### src/rtl/width_pack_arbiter_if.sv
// Handshake bundle between the byte-wide requesters, the packer and the 16-bit consumer.
// master = requester/consumer side, slave = the packer.
interface width_pack_arbiter_if #(
    parameter int N_SRC = 4,
    parameter int SRC_W = $clog2(N_SRC)
);
    logic [N_SRC-1:0]   req_valid;
    logic [8*N_SRC-1:0] req_data;
    logic [N_SRC-1:0]   req_ready;
    logic               out_valid;
    logic [15:0]        out_data;
    logic [SRC_W-1:0]   out_src;
    logic               out_pad;
    logic               out_ready;

    modport master (
        output req_valid, req_data, out_ready,
        input  req_ready, out_valid, out_data, out_src, out_pad
    );
    modport slave (
        input  req_valid, req_data, out_ready,
        output req_ready, out_valid, out_data, out_src, out_pad
    );
endinterface

### src/rtl/width_pack_arbiter.sv
// Round-robin shared 8-to-16 byte packer; grant is held for a whole word, and a
// stalled second byte is replaced by zero padding after TIMEOUT cycles.
module width_pack_arbiter #(
    parameter int N_SRC   = 4,
    parameter int SRC_W   = $clog2(N_SRC),
    parameter int TIMEOUT = 16
) (
    input logic                clk,
    input logic                rst,
    width_pack_arbiter_if.slave bus
);
    localparam int TW = $clog2(TIMEOUT + 1);

    typedef enum logic [1:0] {IDLE, HI, LO, OUT} state_t;

    state_t           state, state_nxt;
    logic [SRC_W-1:0] grant, grant_nxt;
    logic [SRC_W-1:0] last_grant, last_grant_nxt;
    logic [7:0]       hi_byte, hi_byte_nxt;
    logic [TW-1:0]    timer, timer_nxt;
    logic             ov, ov_nxt;
    logic [15:0]      od, od_nxt;
    logic [SRC_W-1:0] os, os_nxt;
    logic             op, op_nxt;

    logic [7:0]       bytes [N_SRC];
    logic [7:0]       cur_byte;
    logic             cur_valid;
    logic [SRC_W-1:0] pick, idx;
    logic             found;

    genvar g;
    generate
        for (g = 0; g < N_SRC; g++) begin : g_lane
            assign bytes[g]         = bus.req_data[8*g +: 8];
            assign bus.req_ready[g] = (state == HI || state == LO) && (grant == SRC_W'(g));
        end
    endgenerate

    assign cur_byte      = bytes[grant];
    assign cur_valid     = bus.req_valid[grant];
    assign bus.out_valid = ov;
    assign bus.out_data  = od;
    assign bus.out_src   = os;
    assign bus.out_pad   = op;

    // Walk downward so the nearest source after last_grant wins.
    always_comb begin
        pick  = last_grant;
        found = 1'b0;
        idx   = '0;
        for (int k = N_SRC; k >= 1; k--) begin
            idx = SRC_W'((int'(last_grant) + k) % N_SRC);
            if (bus.req_valid[idx]) begin
                pick  = idx;
                found = 1'b1;
            end
        end
    end

    always_comb begin
        state_nxt      = state;
        grant_nxt      = grant;
        last_grant_nxt = last_grant;
        hi_byte_nxt    = hi_byte;
        timer_nxt      = timer;
        ov_nxt         = ov;
        od_nxt         = od;
        os_nxt         = os;
        op_nxt         = op;
        case (state)
            IDLE: if (found) begin
                grant_nxt = pick;
                state_nxt = HI;
            end
            HI: if (cur_valid) begin
                hi_byte_nxt = cur_byte;
                timer_nxt   = '0;
                state_nxt   = LO;
            end else begin
                state_nxt = IDLE;
            end
            LO: if (cur_valid) begin
                od_nxt    = {hi_byte, cur_byte};
                op_nxt    = 1'b0;
                os_nxt    = grant;
                ov_nxt    = 1'b1;
                state_nxt = OUT;
            end else if (timer == TW'(TIMEOUT - 1)) begin
                od_nxt    = {hi_byte, 8'h00};
                op_nxt    = 1'b1;
                os_nxt    = grant;
                ov_nxt    = 1'b1;
                state_nxt = OUT;
            end else begin
                timer_nxt = timer + TW'(1);
            end
            OUT: if (bus.out_ready) begin
                ov_nxt         = 1'b0;
                last_grant_nxt = grant;
                state_nxt      = IDLE;
            end
            default: state_nxt = IDLE;
        endcase
    end

    always_ff @(posedge clk or posedge rst) begin
        if (rst) begin
            state      <= IDLE;
            grant      <= '0;
            last_grant <= SRC_W'(N_SRC - 1);
            hi_byte    <= '0;
            timer      <= '0;
            ov         <= 1'b0;
            od         <= '0;
            os         <= '0;
            op         <= 1'b0;
        end else begin
            state      <= state_nxt;
            grant      <= grant_nxt;
            last_grant <= last_grant_nxt;
            hi_byte    <= hi_byte_nxt;
            timer      <= timer_nxt;
            ov         <= ov_nxt;
            od         <= od_nxt;
            os         <= os_nxt;
            op         <= op_nxt;
        end
    end
endmodule

### src/flat_wrapper.sv
// flat-port wrapper written by rule: the top's interface ports become plain ports
module width_pack_arbiter_flat 
#(
    parameter int N_SRC   = 4,
    parameter int SRC_W   = $clog2(N_SRC),
    parameter int TIMEOUT = 16
)
  (clk, rst, bus_req_valid, bus_req_data, bus_out_ready, bus_req_ready, bus_out_valid, bus_out_data, bus_out_src, bus_out_pad);
  width_pack_arbiter_if #(.N_SRC(N_SRC), .SRC_W(SRC_W)) bus_i ();
  input logic clk;
  input logic rst;
  input wire logic [$bits(bus_i.req_valid)-1:0] bus_req_valid;
  input wire logic [$bits(bus_i.req_data)-1:0] bus_req_data;
  input wire logic [$bits(bus_i.out_ready)-1:0] bus_out_ready;
  output wire logic [$bits(bus_i.req_ready)-1:0] bus_req_ready;
  output wire logic [$bits(bus_i.out_valid)-1:0] bus_out_valid;
  output wire logic [$bits(bus_i.out_data)-1:0] bus_out_data;
  output wire logic [$bits(bus_i.out_src)-1:0] bus_out_src;
  output wire logic [$bits(bus_i.out_pad)-1:0] bus_out_pad;
  assign bus_i.req_valid = bus_req_valid;
  assign bus_i.req_data = bus_req_data;
  assign bus_i.out_ready = bus_out_ready;
  assign bus_req_ready = bus_i.req_ready;
  assign bus_out_valid = bus_i.out_valid;
  assign bus_out_data = bus_i.out_data;
  assign bus_out_src = bus_i.out_src;
  assign bus_out_pad = bus_i.out_pad;
  width_pack_arbiter #(.N_SRC(N_SRC), .SRC_W(SRC_W), .TIMEOUT(TIMEOUT)) u_core (.clk(clk), .rst(rst), .bus(bus_i));
endmodule
### config.mk
export PLATFORM = sky130hd
export DESIGN_NAME = width_pack_arbiter_flat
export DESIGN_NICKNAME = d
export VERILOG_FILES = /design/src/rtl/width_pack_arbiter_if.sv /design/src/rtl/width_pack_arbiter.sv /design/src/flat_wrapper.sv
export SDC_FILE = /design/constraint.sdc
export NUM_CORES = 1
export LEC_CHECK = 0
export ABC_AREA = 0
export CORE_MARGIN = 4
export CORE_UTILIZATION = 50
export CTS_CLUSTER_SIZE = 16
export DETAILED_ROUTE_END_ITERATION = 16
export HOLD_SLACK_MARGIN = 0.06
export PLACE_DENSITY = 0.85
export SETUP_SLACK_MARGIN = 0.5
export SLEW_MARGIN = 20
export SYNTH_ARGS = -nofsm -noshare
export SYNTH_HDL_FRONTEND = slang
export SYNTH_SLANG_ARGS = --single-unit
### constraint.sdc
create_clock -name clk -period 4.85 [get_ports clk]
set_input_delay 1.2125 -clock clk [delete_from_list [all_inputs] [get_ports clk]]
set_output_delay 1.2125 -clock clk [all_outputs]
set_load 0.02 [all_outputs]
# ---- Word level (Yosys, flattened, before mapping)
# Index checks and enable logic that the tools add are counted.
dict set report totals {
  mem_bits_ro 0
  wordCells 91
  out_inout_bits 24
  ramBits 0
  ff_bits 39
  latch_bits 0
  in_bits 39
  n_memories 0
}
dict set report classes {
  addsub 5
  div_mod_pow 0
  n_bitwise 1
  reduce_logical 17
  shifts 0
  muxes 40
  mul 0
  n_eq_ne 13
  order_cmp 6
}
# operator n
set ops {}
lappend ops {{16-bit two-way mux} 2}
lappend ops {{2-bit two-way mux} 11}
lappend ops {{8-bit binary-select mux with 2-bit select} 1}
lappend ops {{8-bit two-way mux} 2}
lappend ops {{2-bit by 3-bit less-than comparator with 1-bit output, second input constant} 5}
lappend ops {{5-bit two-way mux} 3}
lappend ops {{1-bit two-way mux} 13}
lappend ops {{1-bit binary-select mux with 2-bit select} 5}
lappend ops {{5-bit one-hot mux with 2 select lines} 1}
lappend ops {{2-bit == test, second input constant} 4}
lappend ops {{2-bit one-hot mux with 4 select lines} 1}
lappend ops {{2-bit AND reduction} 4}
lappend ops {{2-bit != test, second input constant} 3}
lappend ops {{3-bit AND reduction} 2}
lappend ops {{2-bit nonzero test} 3}
lappend ops {{5-bit by 1-bit adder with 5-bit output, second input constant} 1}
lappend ops {{5-bit by 4-bit == test with 1-bit output, second input constant} 1}
lappend ops {{2-bit by 1-bit adder with 2-bit output, second input constant} 2}
lappend ops {{2-bit adder, second input constant} 2}
lappend ops {{2-bit by 1-bit == test with 1-bit output, second input constant} 2}
lappend ops {{1-bit logical AND} 4}
lappend ops {{2-bit logical NOT} 2}
lappend ops {{2-bit by 1-bit != test with 1-bit output, second input constant} 2}
lappend ops {{4-bit AND reduction} 1}
lappend ops {{5 further kinds} 5}

# ---- Depth between registers and ports, before layout
dict set report logic_depth {
  ltp_word 9
  ltp_mapped 6
  depth_no_buf 6
}

# ---- Worst setup path before layout
# Ideal clock, no wire load.
dict set report synth_timing {
  kind {input to register}
  from {input port bus_req_valid[3]}
  to {register u_core.od[13] (netlist: u_core.bus.out_data[13])}
  path_buffers 1
  stages 4
  required_time_ns 4.725
  setup_time_ns 0.125
  slack_ns 2.217
  arrival_time_ns 2.508
  cell_sequence {mux4_2 > o21ai_4 > buf_8 > mux2_4}
}
dict set report synth_between {
  elab_chain_cells 4
}
# item line
set synth_rtl {}
lappend synth_rtl {{from (decl)} flat_wrapper.sv:12} ;# input wire logic [$bits(bus_i.req_valid)-1:0] bus_req_valid;
lappend synth_rtl {{1-bit binary-select mux with 2-bit select *} width_pack_arbiter.sv:41} ;# assign cur_valid = bus.req_valid[grant];
lappend synth_rtl {{1-bit two-way mux (not written as such) *} width_pack_arbiter.sv:41}
lappend synth_rtl {{2-bit nonzero test (no line)} --}
lappend synth_rtl {{2-bit AND reduction (no line)} --}
lappend synth_rtl {{to (signal assigned)} width_pack_arbiter.sv:125} ;# od <= od_nxt;
lappend synth_rtl {{to (decl)} width_pack_arbiter.sv:22} ;# logic [15:0] od, od_nxt;
# Mark *: on every way between the ends. The rest lies on a longest branch, timed or not. The select of a mux whose other input is x is not followed.
# A chain may end at the register's enable or synchronous reset.

# ---- Worst setup path in the final report
dict set report layout_timing {
  from {register u_core.grant[0]}
  to {output port bus_req_ready[3]}
}
dict set report layout_between {
  elab_chain_cells 2
}
# item line
set layout_rtl {}
lappend layout_rtl {{from (decl)} width_pack_arbiter.sv:17} ;# logic [SRC_W-1:0] grant, grant_nxt;
lappend layout_rtl {{from (signal assigned)} width_pack_arbiter.sv:120} ;# grant <= grant_nxt;
lappend layout_rtl {{2-bit == test} width_pack_arbiter.sv:36} ;# assign bus.req_ready[g] = (state == HI || state == LO) && (grant == SRC_W'(g));
lappend layout_rtl {{1-bit logical AND} width_pack_arbiter.sv:36}
lappend layout_rtl {{to (decl)} flat_wrapper.sv:15} ;# output wire logic [$bits(bus_i.req_ready)-1:0] bus_req_ready;
# No other way between the ends.

==> results by group <==
Status
  • Status: finished, final reports clean

Routing
  • Routed vias/inst: around 5.7
  • Via count: approximately 1500
  • Routed len/inst: approximately 18 um
  • Drt total wl: between 4 and 5 mm
  • Drt first pass iters: 4
  • Iteration-0 DRC Markers: 87
  • Remaining DRCs: 0
  • Post-detailed-route count of antenna-violating nets: 0

Worst setup path
  • Crit Path Max Fanout: 16
  • Crit end category: primary output
  • CP max stage cell: dfrtp_1
  • CP top delay family: flip-flops
  • Crit path largest cell delay: 810 ps
  • CP Class: reg2out
  • Buf/Inv on CP: 1
  • Cell chain of the critical path: and3_1 -> clkdlybuf4s50_1
  • R2R setup slack: ~2300 ps
  • Crit start category: flip-flop
  • Critical path required time: approximately 3600 ps
  • Worst EP arrival: roughly 2000 ps

Power and ir drop
  • Power, Total: ~1.7 mW
  • Power density cells: 609 nW/um^2
  • Leak: 1.18 nW
  • VDD IR max: roughly 0.42 mV

Flow run
  • # Max-Cap Violations: 0

Logic synthesis
  • Netlist Area Pre-Place: ~2000 um^2
  • Ys Warns: 0
  • EDFF count, synth: 0
  • Post-synth top flop: dfrtp_1
  • Syn Nets: a little under 200
  • Synthesized area per cell: between 10 and 15 um^2
  • Yosys reg bits: 39
  • Sequential share of the synthesized area: 0.483
  • Async SR Flop Fraction: 1.00
  • Post-Synthesis Cells: around 150
  • Distinct cell type count after synthesis: 39

STA
  • Min Tclk post-route: about 3200 ps
  • Final Setup Violations: 0
  • Worst-margin pin slew: roughly 720 ps
  • Clock skew: just over 8 ps
  • Final setup TNS: 0 ps
  • Max Clk Rate: roughly 310 MHz
  • Final Max Slew Viols: 0
  • Final period util: 0.659
  • Hold violation count in the final report: 0
  • Max_slew headroom: 0.518
  • RSZ-0062 raised after global routing: no

Final layout
  • Sequential cell area: between 900 and 1000 um^2
  • Number of fill cells: approximately 250
  • Area growth, synth to finish: 37.1%
  • Multi-input logic area: between 900 and 1000 um^2
  • Antenna diodes: 0
  • Share of layout cells above drive strength 1: 0.181
  • Final Net Count: 260

Die
  • Die Width: between 70 and 80 um
  • Total die area: between 5000 and 6000 um^2
  • Standard-cell row count: 22
  • I/O pins: 63
  • Starting Density: 0.533
  • Die H: 71.7 um
  • Core box area: between 3000 and 4000 um^2

Place
  • Port Buffers: between 60 and 70
  • Hpwl dp: ~3.5 mm
  • RePlAce Congestion: 0.732

Clocking
  • Post-CTS Repair Setup Buffers: 0
  • Clock tree buffer depth: 2
  • Clk root buf: clkbuf_8
  • H-tree depth: 2
  • CTS tree: yes
  • # clock sinks: 39
  • Skew-Pair Late Insertion Delay: 290 ps
  • Clock-pin slew on the worst setup and hold paths: around 80 ps
  • CTS buffer count: 5
  • Post_cts resized: 0
  • Hold buffers post-CTS: 0

GRT
  • Vias in the first global route: 1558
  • Antenna violations before repair: 0
  • Total grt overflow: 0
  • First-pass GRT wire length: about 7.6 mm
  • Largest net degree at the start of global routing: 40
  • GRT Util Overall: 0.190

Worst hold path
  • Hold/Removal Path Class: reg2reg
-- worst paths after layout --
kind / from / to / cells past startpoint
max in group asynchronous: rst / u_core.last_grant[1] / 3
hold reg to reg: u_core.hi_byte[4] / u_core.hi_byte[4] / 1
min in group asynchronous: rst / u_core.grant[1] / 3
setup reg to reg: u_core.grant[0] / u_core.bus.out_data[9] / 3
hold / removal: u_core.hi_byte[4] / u_core.hi_byte[4] / 1
setup / recovery: u_core.grant[0] / bus_req_ready[3] / 2
-- metrics by stage --
step	utilization	instances	hold slack [ps]	setup slack, ps	area, um^2
5_1_grt	0.731	264	531	1530	2780
4_1_cts	0.731	264	509	1620	2780
3_5_place_dp	0.700	256	492	1450	2660
6_report	0.731	264	504	1650	2780
3_3_place_gp	0.700	256	481	1530	2660
2_1_floorplan	-	154	475	2220	2030
-- flip-flops by register name (all words and copies together) (netlist names), named ones only --
name,flops
u_core.timer,5
u_core.bus.out_src,2
u_core.state,1
u_core.bus.out_data,16
u_core.hi_byte,8
u_core.bus.out_valid,1
u_core.grant,2
u_core.bus.out_pad,1
u_core.last_grant,2
-- layout make-up --
| cell class | instances | area share |
|---|---|---|
| inverter | 7 | 0.00946 |
| multi-input combinational | 99 | 0.348 |
| timing repair buffer | 63 | 0.226 |
| tap | 48 | 0.0216 |
| clock inverter | 2 | 0.0126 |
| clock buffer | 6 | 0.0297 |
| sequential | 39 | 0.352 |
-- power by group --
group / total, mW / internal (mW) / switching (mW)
clock network: 0.277 / 0.166 / 0.110
registers: 0.615 / 0.477 / 0.138
logic: 0.800 / 0.440 / 0.360
-- cells by family (layout without fill, tap and decap cells) --
family	after synthesis	after routing	synth area share
flops	39	39	0.483
fa+ha+maj	6	6	0.0371
mux	32	32	0.237
buf+inv	16	78	0.0401
compound gates	27	27	0.104
simple gates	34	34	0.0988
-- layer usage --
layer | vias up | track usage | wire (um) | part of all wire
li1 | 698 | - | - | -
met1 | 734 | 0.224 | 1810 | 0.39
met2 | 56 | 0.341 | 2510 | 0.54
met3 | 8 | 0.0323 | 223 | 0.048
met4 | 0 | 0.0731 | 84 | 0.018
met5 | - | 0 | 0 | 0
-- cells in the mapped netlist (2+ instances only) --
| library cell | n | area share |
|---|---|---|
| a22o_1 | 8 | 0.035 |
| buf_2 | 2 | 0.0049 |
| dfstp_2 | 2 | 0.026 |
| nor3_1 | 2 | 0.0049 |
| mux4_1 | 5 | 0.065 |
| ha_1 | 6 | 0.037 |
| nor2_1 | 8 | 0.015 |
| dfrtp_1 | 37 | 0.46 |
| inv_1 | 7 | 0.013 |
| mux2i_1 | 3 | 0.015 |
| o21ai_0 | 5 | 0.012 |
| a221oi_1 | 3 | 0.013 |
| mux4_2 | 4 | 0.044 |
| a21oi_1 | 3 | 0.0074 |
| and3_1 | 4 | 0.012 |
| mux2_2 | 19 | 0.11 |
| clkbuf_1 | 5 | 0.0093 |
| nand2b_1 | 2 | 0.0062 |
| nand2_1 | 9 | 0.017 |
-- placed cells by master, fill, tap and decap left out, types with 4 or more instances in the layout --
cell type,instances
ha_1,6
and3_1,4
mux2_2,19
mux4_2,4
a22o_1,8
inv_1,7
mux4_1,5
dfrtp_1,37
o21ai_0,5
nand2_1,9
clkdlybuf4s50_1,62
clkbuf_8,6
nor2_1,8
Power figures use the tool's default switching activity.
